## src/rtl/program_loader_pkg.sv

```systemverilog
// Shared definitions for the program loader: default widths, loader state
// encodings and the width of the RUN cycle counter.
package program_loader_pkg;

  localparam int DEF_WORD_SIZE     = 16;
  localparam int DEF_MEM_ADDR_SIZE = 8;
  localparam int CYCLE_W           = 16;

  typedef enum logic [2:0] {
    LDR_LOAD = 3'd0,
    LDR_RUN  = 3'd1,
    LDR_DUMP = 3'd2,
    LDR_DONE = 3'd3
  } ldr_state_t;

endpackage

```

## src/rtl/program_loader_if.sv

```systemverilog
// Host-side streams of the loader: program load stream in, memory dump stream out.
// master = host, slave = program_loader.
interface program_loader_if
  import program_loader_pkg::*;
#(
  parameter int WORD_SIZE = DEF_WORD_SIZE
);
  logic                 in_valid;
  logic                 in_ready;
  logic [WORD_SIZE-1:0] in_data;
  logic                 in_last;

  logic                 out_valid;
  logic                 out_ready;
  logic [WORD_SIZE-1:0] out_data;
  logic                 out_last;

  modport master (
    output in_valid, in_data, in_last, out_ready,
    input  in_ready, out_valid, out_data, out_last
  );

  modport slave (
    input  in_valid, in_data, in_last, out_ready,
    output in_ready, out_valid, out_data, out_last
  );
endinterface

```

## src/rtl/program_loader_mem_port_mux.sv

```systemverilog
// Selects who drives the memory port: the load stream in LOAD, the CPU in RUN,
// the dump address generator in DUMP, nobody in DONE.
module mem_port_mux
  import program_loader_pkg::*;
#(
  parameter int WORD_SIZE     = DEF_WORD_SIZE,
  parameter int MEM_ADDR_SIZE = DEF_MEM_ADDR_SIZE
) (
  input  ldr_state_t               state,
  input  logic [MEM_ADDR_SIZE-1:0] load_addr,
  input  logic [WORD_SIZE-1:0]     load_data,
  input  logic                     load_write,
  input  logic [MEM_ADDR_SIZE-1:0] cpu_address,
  input  logic [WORD_SIZE-1:0]     cpu_write_data,
  input  logic                     cpu_read,
  input  logic                     cpu_write,
  input  logic [MEM_ADDR_SIZE-1:0] dump_addr,
  output logic [MEM_ADDR_SIZE-1:0] mem_address,
  output logic [WORD_SIZE-1:0]     mem_write_data,
  output logic                     mem_read,
  output logic                     mem_write
);

  // Source select by loader state; idle port (no read, no write) by default
  always_comb begin
    mem_address    = '0;
    mem_write_data = '0;
    mem_read       = 1'b0;
    mem_write      = 1'b0;
    case (state)
      LDR_LOAD: begin
        mem_address    = load_addr;
        mem_write_data = load_data;
        mem_write      = load_write;
      end
      LDR_RUN: begin
        mem_address    = cpu_address;
        mem_write_data = cpu_write_data;
        mem_read       = cpu_read;
        mem_write      = cpu_write;
      end
      LDR_DUMP: begin
        mem_address = dump_addr;
        mem_read    = 1'b1;
      end
      default: ;
    endcase
  end

endmodule

```

## src/rtl/program_loader.sv

```systemverilog
// Program loader: streams an image into memory with the CPU held in reset,
// runs the CPU until it halts or times out, then streams all of memory back.
module program_loader
  import program_loader_pkg::*;
#(
  parameter int WORD_SIZE     = DEF_WORD_SIZE,
  parameter int MEM_ADDR_SIZE = DEF_MEM_ADDR_SIZE,
  parameter int MAX_CYCLES    = 4096
) (
  input  logic                     clock,
  input  logic                     reset,
  program_loader_if.slave          host,
  input  logic                     restart,
  output logic                     cpu_reset,
  output logic                     cpu_execute,
  input  logic                     cpu_halted,
  input  logic [MEM_ADDR_SIZE-1:0] cpu_mem_address,
  input  logic [WORD_SIZE-1:0]     cpu_mem_write_data,
  input  logic                     cpu_mem_read,
  input  logic                     cpu_mem_write,
  output logic [WORD_SIZE-1:0]     cpu_mem_read_data,
  output logic [MEM_ADDR_SIZE-1:0] mem_address,
  output logic [WORD_SIZE-1:0]     mem_write_data,
  output logic                     mem_read,
  output logic                     mem_write,
  input  logic [WORD_SIZE-1:0]     mem_read_data,
  output logic [2:0]               state,
  output logic                     done,
  output logic                     timeout,
  output logic                     overflow,
  output logic [CYCLE_W-1:0]       cycle_count
);

  localparam logic [MEM_ADDR_SIZE-1:0] LAST_ADDR = '1;
  localparam logic [CYCLE_W-1:0]       LIMIT     = CYCLE_W'(MAX_CYCLES - 1);

  ldr_state_t               st, st_nxt;
  logic [MEM_ADDR_SIZE-1:0] load_addr, dump_addr;
  logic                     load_fire, dump_fire, tmo_hit;

  // in_ready is 1 throughout LOAD, so a load handshake is just in_valid there
  assign load_fire = (st == LDR_LOAD) && host.in_valid;
  assign dump_fire = (st == LDR_DUMP) && host.out_ready;
  // halted has priority over the timeout on the same cycle
  assign tmo_hit   = (st == LDR_RUN) && !cpu_halted && (cycle_count == LIMIT);

  assign state             = st;
  assign cpu_mem_read_data = mem_read_data;
  assign host.out_data     = mem_read_data;

  // State register
  always_ff @(posedge clock) begin
    if (reset) st <= LDR_LOAD;
    else       st <= st_nxt;
  end

  // Next state and per-state handshake / CPU control outputs
  always_comb begin
    st_nxt        = st;
    host.in_ready  = 1'b0;
    host.out_valid = 1'b0;
    host.out_last  = 1'b0;
    done          = 1'b0;
    cpu_execute   = 1'b0;
    cpu_reset     = reset || (st == LDR_LOAD) || (st == LDR_DONE);
    case (st)
      LDR_LOAD: begin
        host.in_ready = 1'b1;
        if (load_fire && (host.in_last || load_addr == LAST_ADDR)) st_nxt = LDR_RUN;
      end
      LDR_RUN: begin
        // the counter only leaves 0 after the first RUN cycle and never wraps
        cpu_execute = (cycle_count == '0);
        if (cpu_halted || tmo_hit) st_nxt = LDR_DUMP;
      end
      LDR_DUMP: begin
        host.out_valid = 1'b1;
        host.out_last  = (dump_addr == LAST_ADDR);
        if (dump_fire && dump_addr == LAST_ADDR) st_nxt = LDR_DONE;
      end
      LDR_DONE: begin
        done = 1'b1;
        if (restart) st_nxt = LDR_LOAD;
      end
      default: st_nxt = LDR_LOAD;
    endcase
  end

  // Address counters, RUN cycle counter and sticky status flags
  always_ff @(posedge clock) begin
    if (reset) begin
      load_addr   <= '0;
      dump_addr   <= '0;
      cycle_count <= '0;
      timeout     <= 1'b0;
      overflow    <= 1'b0;
    end else begin
      case (st)
        LDR_LOAD: if (load_fire) begin
          // the final address holds rather than wrapping onto word 0
          if (load_addr != LAST_ADDR) load_addr <= load_addr + 1'b1;
          else if (!host.in_last)     overflow  <= 1'b1;
        end
        LDR_RUN: begin
          if (tmo_hit)                                 timeout     <= 1'b1;
          else if (!cpu_halted && cycle_count != '1)   cycle_count <= cycle_count + 1'b1;
        end
        LDR_DUMP: if (dump_fire) dump_addr <= (dump_addr == LAST_ADDR) ? '0 : dump_addr + 1'b1;
        LDR_DONE: if (restart) begin
          load_addr   <= '0;
          dump_addr   <= '0;
          cycle_count <= '0;
          timeout     <= 1'b0;
          overflow    <= 1'b0;
        end
        default: ;
      endcase
    end
  end

  mem_port_mux #(
    .WORD_SIZE     (WORD_SIZE),
    .MEM_ADDR_SIZE (MEM_ADDR_SIZE)
  ) u_mux (
    .state          (st),
    .load_addr      (load_addr),
    .load_data      (host.in_data),
    .load_write     (load_fire),
    .cpu_address    (cpu_mem_address),
    .cpu_write_data (cpu_mem_write_data),
    .cpu_read       (cpu_mem_read),
    .cpu_write      (cpu_mem_write),
    .dump_addr      (dump_addr),
    .mem_address    (mem_address),
    .mem_write_data (mem_write_data),
    .mem_read       (mem_read),
    .mem_write      (mem_write)
  );

endmodule
```

## src/flat_wrapper.sv

```systemverilog
// flat-port wrapper written by rule: the top's interface ports become plain ports
module program_loader_flat import program_loader_pkg::*;
#(
  parameter int WORD_SIZE     = DEF_WORD_SIZE,
  parameter int MEM_ADDR_SIZE = DEF_MEM_ADDR_SIZE,
  parameter int MAX_CYCLES    = 4096
)
  (clock, reset, restart, cpu_reset, cpu_execute, cpu_halted, cpu_mem_address, cpu_mem_write_data, cpu_mem_read, cpu_mem_write, cpu_mem_read_data, mem_address, mem_write_data, mem_read, mem_write, mem_read_data, state, done, timeout, overflow, cycle_count, host_in_valid, host_in_data, host_in_last, host_out_ready, host_in_ready, host_out_valid, host_out_data, host_out_last);
  program_loader_if #(.WORD_SIZE(WORD_SIZE)) host_i ();
  input  logic clock;
  input  logic reset;
  input  logic restart;
  output logic cpu_reset;
  output logic cpu_execute;
  input  logic cpu_halted;
  input  logic [MEM_ADDR_SIZE-1:0] cpu_mem_address;
  input  logic [WORD_SIZE-1:0] cpu_mem_write_data;
  input  logic cpu_mem_read;
  input  logic cpu_mem_write;
  output logic [WORD_SIZE-1:0] cpu_mem_read_data;
  output logic [MEM_ADDR_SIZE-1:0] mem_address;
  output logic [WORD_SIZE-1:0] mem_write_data;
  output logic mem_read;
  output logic mem_write;
  input  logic [WORD_SIZE-1:0] mem_read_data;
  output logic [2:0] state;
  output logic done;
  output logic timeout;
  output logic overflow;
  output logic [CYCLE_W-1:0] cycle_count;
  input wire logic [$bits(host_i.in_valid)-1:0] host_in_valid;
  input wire logic [$bits(host_i.in_data)-1:0] host_in_data;
  input wire logic [$bits(host_i.in_last)-1:0] host_in_last;
  input wire logic [$bits(host_i.out_ready)-1:0] host_out_ready;
  output wire logic [$bits(host_i.in_ready)-1:0] host_in_ready;
  output wire logic [$bits(host_i.out_valid)-1:0] host_out_valid;
  output wire logic [$bits(host_i.out_data)-1:0] host_out_data;
  output wire logic [$bits(host_i.out_last)-1:0] host_out_last;
  assign host_i.in_valid = host_in_valid;
  assign host_i.in_data = host_in_data;
  assign host_i.in_last = host_in_last;
  assign host_i.out_ready = host_out_ready;
  assign host_in_ready = host_i.in_ready;
  assign host_out_valid = host_i.out_valid;
  assign host_out_data = host_i.out_data;
  assign host_out_last = host_i.out_last;
  program_loader #(.WORD_SIZE(WORD_SIZE), .MEM_ADDR_SIZE(MEM_ADDR_SIZE), .MAX_CYCLES(MAX_CYCLES)) u_core (.clock(clock), .reset(reset), .host(host_i), .restart(restart), .cpu_reset(cpu_reset), .cpu_execute(cpu_execute), .cpu_halted(cpu_halted), .cpu_mem_address(cpu_mem_address), .cpu_mem_write_data(cpu_mem_write_data), .cpu_mem_read(cpu_mem_read), .cpu_mem_write(cpu_mem_write), .cpu_mem_read_data(cpu_mem_read_data), .mem_address(mem_address), .mem_write_data(mem_write_data), .mem_read(mem_read), .mem_write(mem_write), .mem_read_data(mem_read_data), .state(state), .done(done), .timeout(timeout), .overflow(overflow), .cycle_count(cycle_count));
endmodule
```

## config.mk

```make
export PLATFORM = sky130hd
export DESIGN_NAME = program_loader_flat
export DESIGN_NICKNAME = d
export VERILOG_FILES = /design/src/rtl/program_loader_pkg.sv /design/src/rtl/program_loader_if.sv /design/src/rtl/program_loader_mem_port_mux.sv /design/src/rtl/program_loader.sv /design/src/flat_wrapper.sv
export SDC_FILE = /design/constraint.sdc
export NUM_CORES = 1
export LEC_CHECK = 0
export BUFFER_PORTS_ARGS = -buffer_cell sky130_fd_sc_hd__buf_2
export CAP_MARGIN = 40
export CORE_MARGIN = 5
export CORE_UTILIZATION = 48
export DETAILED_ROUTE_END_ITERATION = 6
export PLACE_DENSITY = 0.84
export SETUP_SLACK_MARGIN = 0.1
export SLEW_MARGIN = 30
export SYNTH_ARGS = -nofsm -noshare
export SYNTH_HDL_FRONTEND = slang
export SYNTH_SLANG_ARGS = --single-unit
```

## constraint.sdc

```tcl
create_clock -name clock -period 5.6 [get_ports clock]
set_input_delay 0.56 -clock clock [delete_from_list [all_inputs] [get_ports clock]]
set_output_delay 0.56 -clock clock [all_outputs]
set_load 0.02 [all_outputs]
```

==> results.json, run 1 <==
{
  "status": "complete, no violations",
  "clock_path_buffers": 2,
  "crit_path_max_fanout": 21,
  "fin_crit_ps": 2530,
  "fin_skew_ps": 1.94,
  "internal_power_uw": 607,
  "grt_pass1_wl_mm": 12.6,
  "netlist_area_sq_mm": 0.00267,
  "hold_viol_final": 0,
  "wl_mm": 7.69,
  "synth_top_area_cell": "dfxtp_1",
  "antenna_found_initial": 0,
  "avgSynthCellArea_sq_um": 7.64,
  "synth_compound_area_share_pct": 30.1,
  "numCtsBuffers": 5,
  "yosys-top-cells-count": "36 x dfxtp_1, 33 x buf_4, 32 x nor2_1, 27 x a21oi_1, 25 x nand2_1",
  "die_height_um": 84.5,
  "synth_ff_type": "dfxtp_1",
  "wire_per_inst_um": 16.2,
  "synth_top_family_by_area": "compound AO/OA/AOI/OAI gates",
  "critPathLaunch": "u_core.state[1]",
  "synth_top_area_share_pct": 27.0,
  "syn_inst": 349,
  "io_pins": 150,
  "min_from": "u_core.overflow",
  "place.gp.congestion": 0.839,
  "rows": 27,
  "setup_violations": 0,
  "holdBufCountCts": 0,
  "antenna_cells": 0,
  "synth_fa_ha_area_share_pct": 3.76,
  "yosysMostFrequentCell": "dfxtp_1",
  "comb_power_share_pct": 59.7,
  "met1_length_mm": 3.01,
  "rsz0062_at_grt": "no",
  "drive_gt1_share_pct": 29.3,
  "grt_use_total_pct": 21.2,
  "highest_layer": "met4",
  "final.setup.tns_ps": 0,
  "p_leak_uw": 0.00126,
  "post-route-period-util_pct": 45.2,
  "fmax_mhz": 395,
  "coreArea_sq_mm": 0.00544,
  "final_area_sq_mm": 0.00300,
  "clkTransAtPathRegs_ps": 70,
  "ys_async_sr_fraction_pct": 0,
  "fin_nets": 476,
  "relSlewSlack_pct": 56.3,
  "crit_arrival_ps": 1970,
  "grt_pass1_vias": 2740,
  "max_cap_viol_count": 0,
  "ys_ff_latch": 36,
  "critPathCaptureType": "primary output",
  "synth_cell_types": 52,
  "synth_edf_count": 0,
  "die-area_sq_mm": 0.00714,
  "ys_top_cells_by_area": "dfxtp_1 27%, buf_4 9.3%, a22o_1 5.6%",
  "switching_share_pct": 48.9,
  "critPathKind": "reg -> out",
  "drcViolationCount": 0,
  "cts_root_buf": "clkbuf_8",
  "via_per_inst": 6.12,
  "fillerInstances": 502,
  "wl_met2_mm": 3.72,
  "hold_path_class": "reg -> reg",
  "multi_input_area_sq_mm": 0.00155,
  "report.final.slew_viol_count": 0,
  "max-vdd-ir-drop_mv": 0.297,
  "power_switching_uw": 580,
  "grt_max_degree": 35,
  "clkPwrFrac_pct": 15.2,
  "met3WireLength_um": 758,
  "cts.sink_count": 36,
  "htree_levels": 2,
  "synth_warnings": 0,
  "synthesis.nets": 422,
  "powerDensity_mw_per_mm2": 396,
  "cp-start-kind": "flip-flop",
  "ctsResizeCount": 0,
  "insertion_delay_ps": 290,
  "ant_nets": 0,
  "crit_required_ps": 5040,
  "synth_seq_area_share_pct": 27.0,
  "synthSimpleGateAreaFrac_pct": 22.3,
  "die_x_um": 84.5,
  "grt_overflow": 0,
  "cts_setup_buffers": 0,
  "first_iter_violations": 233,
  "syn2layout_area_growth_pct": 12.5,
  "dpl_cell_area_sq_mm": 0.00292,
  "r2r-start": "u_core.state[1]",
  "tightest_slew_ps": 656,
  "first_pass_iters": 5,
  "io_buffer_count": 100,
  "synthMuxAreaShare_pct": 0.751,
  "num_vias": 2905,
  "ff_latch_area_sq_um": 721,
  "p_seq_share_pct": 25.1,
  "place_hpwl_mm": 5.82,
  "cts_tree": "yes",
  "start_util_pct": 49.0,
  "synth-xor-area-share_pct": 0.986
}
## layout make-up
| type | count | share of cell area [%] |
|---|---|---|
| clock buffer | 6 | 2.42 |
| timing repair buffer | 103 | 17.5 |
| inverter | 9 | 1.13 |
| tap | 72 | 3.01 |
| multi-input combinational | 248 | 51.8 |
| sequential | 36 | 24.0 |
| clock inverter | 1 | 0.167 |
## critical path: stages, from the launching register on
cell and delay (ps):
dfxtp_1 410, ha_1 610, buf_4 360, or3_1 140, buf_2 150
## metrics by stage
step / instances / utilization (%) / setup WS, ps / total power, uW / hold slack, ps
6_report: 475 / 55.1 / 3070 / 1190 / 509
3_3_place_gp: 466 / 53.3 / 2700 / 986 / 483
5_1_grt: 475 / 55.1 / 2930 / 1260 / 544
3_5_place_dp: 467 / 53.6 / 3030 / 1010 / 496
4_1_cts: 474 / 55.0 / 3020 / 1190 / 506
2_1_floorplan: 349 / - / 3260 / 844 / 460
## metal layers
metal,vias to the layer above,track usage [%]
met1,1340,25.5
met5,-,0
met2,154,34.6
met4,0,9.35
met3,27,6.48
li1,1384,-
## sequential cells by signal, summed over array words and instances, names as in the netlist
signal / flops
u_core.dump_addr: 8
u_core.cycle_count: 16
u_core.timeout: 1
u_core.load_addr: 8
u_core.state: 2
u_core.overflow: 1
## path summary, 6_finish.rpt
check / to / slack [ps] / cells past startpoint
worst min register to register: u_core.overflow / 510 / 2
worst max register to register: u_core.cycle_count[3] / 3230 / 8
worst min-delay path: u_core.overflow / 510 / 2
worst max-delay path: cpu_reset / 3070 / 4
## placed cells by master, fill, tap and decap left out, types with 2 or more instances in the layout
cell type,n
buf_2,101
dfxtp_1,36
nor2_1,32
a21oi_1,27
nand2_1,25
o21ai_0,18
a22o_1,17
nand3_1,11
a31oi_1,11
nand4_1,10
inv_1,8
a222oi_1,8
o21ai_1,7
ha_1,7
and3_1,6
nor3_1,6
a311oi_1,6
or3_1,5
clkbuf_8,5
nor4_1,4
nand2b_1,4
nand3b_1,4
o211ai_1,4
a41oi_1,4
or4_1,3
nor2b_1,2
a21o_1,2
mux2i_1,2
xnor2_1,2
a211oi_1,2
## power by group through the flow
stage               registers, uW  clock network (uW)  logic, uW
floorplan                     308                   0        536
global placement              301                   0        685
detailed placement            303                   0        710
CTS                           297                 182        712
global route                  300                 190        769
finish                        298                 181        709
## cell families after synthesis
group / Yosys count
compound gates: 117
xor+xnor: 3
fa+ha+maj: 8
buf+inv: 65
flops: 36
mux: 2
other cells: 1
simple gates: 117
Power figures use the tool's default switching activity.
==> run 2: changes to the inputs <==
--- a/config.mk
+++ b/config.mk
@@ -8,9 +8,9 @@
 export BUFFER_PORTS_ARGS = -buffer_cell sky130_fd_sc_hd__buf_2
 export CAP_MARGIN = 40
 export CORE_MARGIN = 5
-export CORE_UTILIZATION = 48
+export CORE_UTILIZATION = 41
 export DETAILED_ROUTE_END_ITERATION = 6
-export PLACE_DENSITY = 0.84
+export PLACE_DENSITY = 0.76
 export SETUP_SLACK_MARGIN = 0.1
 export SLEW_MARGIN = 30
 export SYNTH_ARGS = -nofsm -noshare
==> constraint.sdc (replaced) <==
create_clock -name clock -period 2.1 [get_ports clock]
set_input_delay 0.21 -clock clock [delete_from_list [all_inputs] [get_ports clock]]
set_output_delay 0.21 -clock clock [all_outputs]
set_load 0.02 [all_outputs]
==> run 2 against run 1 <==
Net effect: register-to-register slack got worse by 3100 ps; first-iteration DRC count rose by 4.3%; clock skew increased by 3.2 ps; global-route usage is 2.2 points lower; via count grew 4.3%; core utilization decreased by 1.2 points; largest power group unchanged; power increased to 3.3 times the previous value; critical endpoint is now u_core.cycle_count[5]; critical path depth increased by 2.
==> results.json, run 2 (same netlist as run 1, synthesis figures left out) <==
{
  "final.setup.tns_ps": 0,
  "syn2layout_area_growth_pct": 28.5,
  "crit_arrival_ps": 2160,
  "cp_cell_sequence": "or4_4 > o21ai_1 > a21boi_4 > buf_4 > a31oi_1 > a311oi_1",
  "num_vias": 3029,
  "via_per_inst": 5.99,
  "p_total_uw": 3950,
  "start_util_pct": 42.0,
  "io_pins": 150,
  "first_iter_violations": 243,
  "crit_slowest_cell": "or4_4",
  "rrSetupSlack_ps": 110,
  "grt_pass1_vias": 2750,
  "crit_path_max_fanout": 9,
  "critPathLaunch": "u_core.cycle_count[13]",
  "final_area_sq_mm": 0.00343,
  "die_x_um": 90.6,
  "drcViolationCount": 0,
  "cts_root_buf": "clkbuf_8",
  "ff_latch_area_sq_um": 734,
  "crit_required_ps": 2270,
  "critPathCaptureType": "flip-flop",
  "grt_pass1_wl_mm": 13.2,
  "wl_mm": 8.77,
  "worstHoldPathCells": 4,
  "crit_path_max_incr_delay_ps": 610,
  "largest-register": "u_core.cycle_count",
  "cts.sink_count": 36,
  "clkTransAtPathRegs_ps": 80,
  "place.gp.congestion": 0.892,
  "fin_skew_ps": 5.11,
  "rows": 29,
  "hold_viol_final": 0,
  "place_hpwl_mm": 6.11,
  "min_from": "host_in_last",
  "final_common_cell": "buf_2",
  "fin_nets": 501,
  "io_buffer_count": 100,
  "wire_per_inst_um": 17.3,
  "cts_tree": "yes",
  "antenna_found_initial": 0,
  "p_leak_uw": 0.00146,
  "rsz0062_at_grt": "yes",
  "cp-start-kind": "flip-flop",
  "drive_gt1_share_pct": 37.8,
  "ant_nets": 0,
  "coreArea_sq_mm": 0.00635,
  "critPathKind": "reg -> reg",
  "r2r-end": "u_core.cycle_count[5]",
  "fmax_mhz": 502,
  "reg_top3": "u_core.cycle_count (16), u_core.dump_addr (8), u_core.load_addr (8)",
  "antenna_cells": 0,
  "clock_path_buffers": 2,
  "fin_crit_ps": 1990,
  "max-vdd-ir-drop_mv": 0.745,
  "critical-path-top-delay-family": "compound AO/OA/AOI/OAI gates",
  "dpl_cell_area_sq_mm": 0.00304,
  "numCtsBuffers": 5,
  "first_pass_iters": 5,
  "max_cap_viol_count": 0,
  "insertion_delay_ps": 290,
  "largest_reg_flops": 16,
  "final_cell_mix": "98 x buf_2, 32 x nor2_1, 31 x dfxtp_1",
  "reg2reg_depth": 6,
  "path_buf_inv": 1,
  "fillerInstances": 570,
  "htree_levels": 2,
  "powerDensity_mw_per_mm2": 1150,
  "holdBufCountCts": 0,
  "grt_overflow": 0,
  "utilization_pct": 54.0,
  "tightest_slew_ps": 623,
  "report.final.slew_viol_count": 0,
  "multi_input_area_sq_mm": 0.00167,
  "status": "complete, no violations",
  "grt_use_total_pct": 19.0,
  "post-route-period-util_pct": 94.8,
  "setup_violations": 0,
  "min_to": "u_core.overflow",
  "die-area_sq_mm": 0.00821,
  "relSlewSlack_pct": 58.3,
  "grt_max_degree": 28,
  "die_height_um": 90.6,
  "r2r-start": "u_core.cycle_count[13]",
  "hold_path_class": "in -> reg"
}
-- run 2: cell types whose count changed in the layout (fill, tap and decap cells not counted), sizes merged --
cell / previous run / this run
clkinv: 2 / 1
buf: 103 / 127
bufinv: 0 / 1
clkbuf: 6 / 8
-- run 2: per-layer routing --
metal  GRT usage [%]  wire length (um)
met1            23.9              3460
met2            31.2              4230
met3            5.42               938
met4            5.83               128
met5               0                 0
-- run 2: metrics by stage --
| step | instances | setup WS (ps) | hold slack (ps) |
|---|---|---|---|
| floorplan | 349 | 135 | 385 |
| CTS | 493 | 65.2 | 222 |
| detailed placement | 485 | -104 | 420 |
| finish | 506 | 109 | 226 |
| global route | 506 | 60.2 | 234 |
| global placement | 485 | 27.6 | 420 |
-- run 2: worst max path at each step --
stage                              to  slack [ps]  cells past startpoint
2_1_floorplan  u_core.cycle_count[13]         130                      7
4_1_cts        u_core.cycle_count[12]          70                      8
3_3_place_gp    u_core.cycle_count[3]          30                      7
3_5_place_dp    u_core.cycle_count[3]        -100                      7
6_report        u_core.cycle_count[5]         110                      6
5_1_grt        u_core.cycle_count[15]          60                      8
-- run 2: where the power goes --
part	switching, uW	internal (uW)
clock	269	419
sequential	94.9	740
combinational	1390	1040
total	1750	2200
-- run 2: area by class of cell --
| type | instances | share of cell area, % |
|---|---|---|
| clock buffers | 7 | 2.81 |
| repair buffers | 128 | 22.1 |
| clock inverters | 1 | 0.877 |
| flip-flops and latches | 36 | 21.4 |
| well taps | 77 | 2.81 |
| inverters | 9 | 1.13 |
| multi-input cells | 248 | 48.8 |
-- run 2: what timing repair did --
item	in CTS	in global routing
endpoints found under the setup margin	15	26
resized for setup	7	26
setup buffers	0	12
pin swaps	2	13
cloned	0	1
-- run 2: worst min-delay path, cell delays in order --
cell and delay (ps):
buf_2 90, nor3_1 50, nand2_1 60, a21oi_1 60
==> run 3: changes to the inputs <==
--- a/config.mk
+++ b/config.mk
@@ -5,7 +5,7 @@
 export SDC_FILE = /design/constraint.sdc
 export NUM_CORES = 1
 export LEC_CHECK = 0
-export BUFFER_PORTS_ARGS = -buffer_cell sky130_fd_sc_hd__buf_2
+export BUFFER_PORTS_ARGS = -buffer_cell sky130_fd_sc_hd__buf_4
 export CAP_MARGIN = 40
 export CORE_MARGIN = 5
 export CORE_UTILIZATION = 41
==> run 3 against run 2 <==
Net effect: via count rose by 1.2%; final cell count fell by 1.4%; first-iteration DRC count fell by 16%; fmax fell by 3.5%; setup slack got worse by 73 ps; critical path type unchanged; clock skew rose by 3.4 ps; critical path depth did not move; highest routed layer unchanged.
==> results.json, run 3 (same netlist as run 1, synthesis figures left out) <==
{
  "coreArea_sq_mm": 0.00635,
  "num_vias": 3064,
  "place.gp.congestion": 0.912,
  "max-vdd-ir-drop_mv": 0.787,
  "start_util_pct": 42.0,
  "place_hpwl_mm": 6.34,
  "final_cell_mix": "117 x buf_4, 32 x nor2_1, 30 x dfxtp_1",
  "fin_crit_ps": 2060,
  "p_leak_uw": 0.00146,
  "hold_path_class": "in -> reg",
  "largest_reg_flops": 16,
  "cp-start-kind": "flip-flop",
  "post-route-period-util_pct": 98.3,
  "grt_overflow": 0,
  "fin_skew_ps": 8.56,
  "die-area_sq_mm": 0.00821,
  "crit_path_max_incr_delay_ps": 580,
  "max_cap_viol_count": 0,
  "io_pins": 150,
  "tightest_slew_ps": 581,
  "antenna_cells": 0,
  "largest-register": "u_core.cycle_count",
  "crit_slowest_cell": "or4_4",
  "ant_nets": 0,
  "dpl_cell_area_sq_mm": 0.00329,
  "die_height_um": 90.6,
  "antenna_found_initial": 0,
  "final_common_cell": "buf_4",
  "first_pass_iters": 5,
  "wl_mm": 9.00,
  "reg_top3": "u_core.cycle_count (16), u_core.dump_addr (8), u_core.load_addr (8)",
  "clkTransAtPathRegs_ps": 80,
  "clock_path_buffers": 2,
  "setup_violations": 0,
  "critical-path-top-delay-family": "compound AO/OA/AOI/OAI gates",
  "critPathCaptureType": "flip-flop",
  "grt_pass1_wl_mm": 14.0,
  "crit_arrival_ps": 2230,
  "cts.sink_count": 36,
  "grt_use_total_pct": 20.1,
  "report.final.slew_viol_count": 0,
  "first_iter_violations": 204,
  "holdWs_ps": 209,
  "cts_root_buf": "clkbuf_8",
  "powerDensity_mw_per_mm2": 1110,
  "die_x_um": 90.6,
  "hold_viol_final": 0,
  "insertion_delay_ps": 300,
  "wire_per_inst_um": 18.0,
  "crit_required_ps": 2270,
  "grt_pass1_vias": 2900,
  "crit_path_max_fanout": 11,
  "grt_max_degree": 31,
  "relSlewSlack_pct": 61.1,
  "drcViolationCount": 0,
  "io_buffer_count": 100,
  "fillerInstances": 572,
  "numCtsBuffers": 5,
  "drive_gt1_share_pct": 36.5,
  "critPathKind": "reg -> reg",
  "htree_levels": 2,
  "reg2reg_depth": 6,
  "path_depth": 6,
  "path_buf_inv": 1,
  "rsz0062_at_grt": "yes",
  "utilization_pct": 56.5,
  "cp_cell_sequence": "or4_4 > buf_12 > o21ai_1 > a21boi_4 > a41oi_1 > a311oi_1",
  "via_per_inst": 6.14,
  "cts_tree": "yes",
  "fin_nets": 494,
  "worstHoldPathCells": 4,
  "final_area_sq_mm": 0.00358,
  "syn2layout_area_growth_pct": 34.5,
  "fmax_mhz": 484,
  "status": "complete, no violations",
  "rows": 29
}
-- run 3: changes by cell type in the layout (fill, tap and decap cells not counted), sizes merged --
| cell | previous run | this run |
|---|---|---|
| buf | 127 | 121 |
| clkbuf | 8 | 7 |
-- run 3: what timing repair did --
item | in CTS | in global routing
hold buffers | 0 | 0
pin swaps | 1 | 8
endpoints found under the setup margin | 32 | 32
gates resized for setup | 5 | 23
cloned | 0 | 0
buffers inserted | 1 | 4
-- run 3: worst min-delay path, cell delays in order --
cell,delay [ps]
buf_4,80
nor3_1,50
nand2_1,60
a21oi_1,60
-- run 3: cell type report --
class                           count  area, sq um  area share [%]
Clock buffer                        7         96.3            2.69
Clock inverter                      1         30.0           0.838
Inverter                            9         33.8           0.942
Multi-Input combinational cell    248         1660            46.3
Sequential cell                    36          733            20.5
Tap cell                           77         96.3            2.69
Timing Repair Buffer              121          936            26.1
-- run 3: stage by stage --
step	cells	power [uW]	setup slack, ps	TNS, ps
after floorplan	349	2270	135	0
after global placement	486	3020	77.7	0
after detailed placement	486	3060	-28.8	-65.5
after CTS	495	3780	85.9	0
after global routing	499	4180	-18.3	-18.3
final	499	3980	35.9	0
-- run 3: layer usage --
metal / up-vias / routed length (um) / global-route usage, %
met3: 30 / 968 / 5.83
met2: 198 / 4500 / 35.3
met4: 0 / 175 / 4.84
li1: 1417 / - / -
met1: 1419 / 3360 / 23.9
met5: - / 0 / 0
-- run 3: report_power, final --
part | switching (uW) | total, uW | internal (uW)
registers | 90.9 | 832 | 741
clock network | 269 | 689 | 419
logic | 1380 | 2460 | 1080
total | 1740 | 3980 | 2240
-- run 3: final timing paths --
path                                  to  slack, ps                    from
hold / removal           u_core.overflow        210            host_in_last
setup reg to reg  u_core.cycle_count[13]         40  u_core.cycle_count[12]
setup / recovery  u_core.cycle_count[13]         40  u_core.cycle_count[12]
hold reg to reg           u_core.timeout        510          u_core.timeout
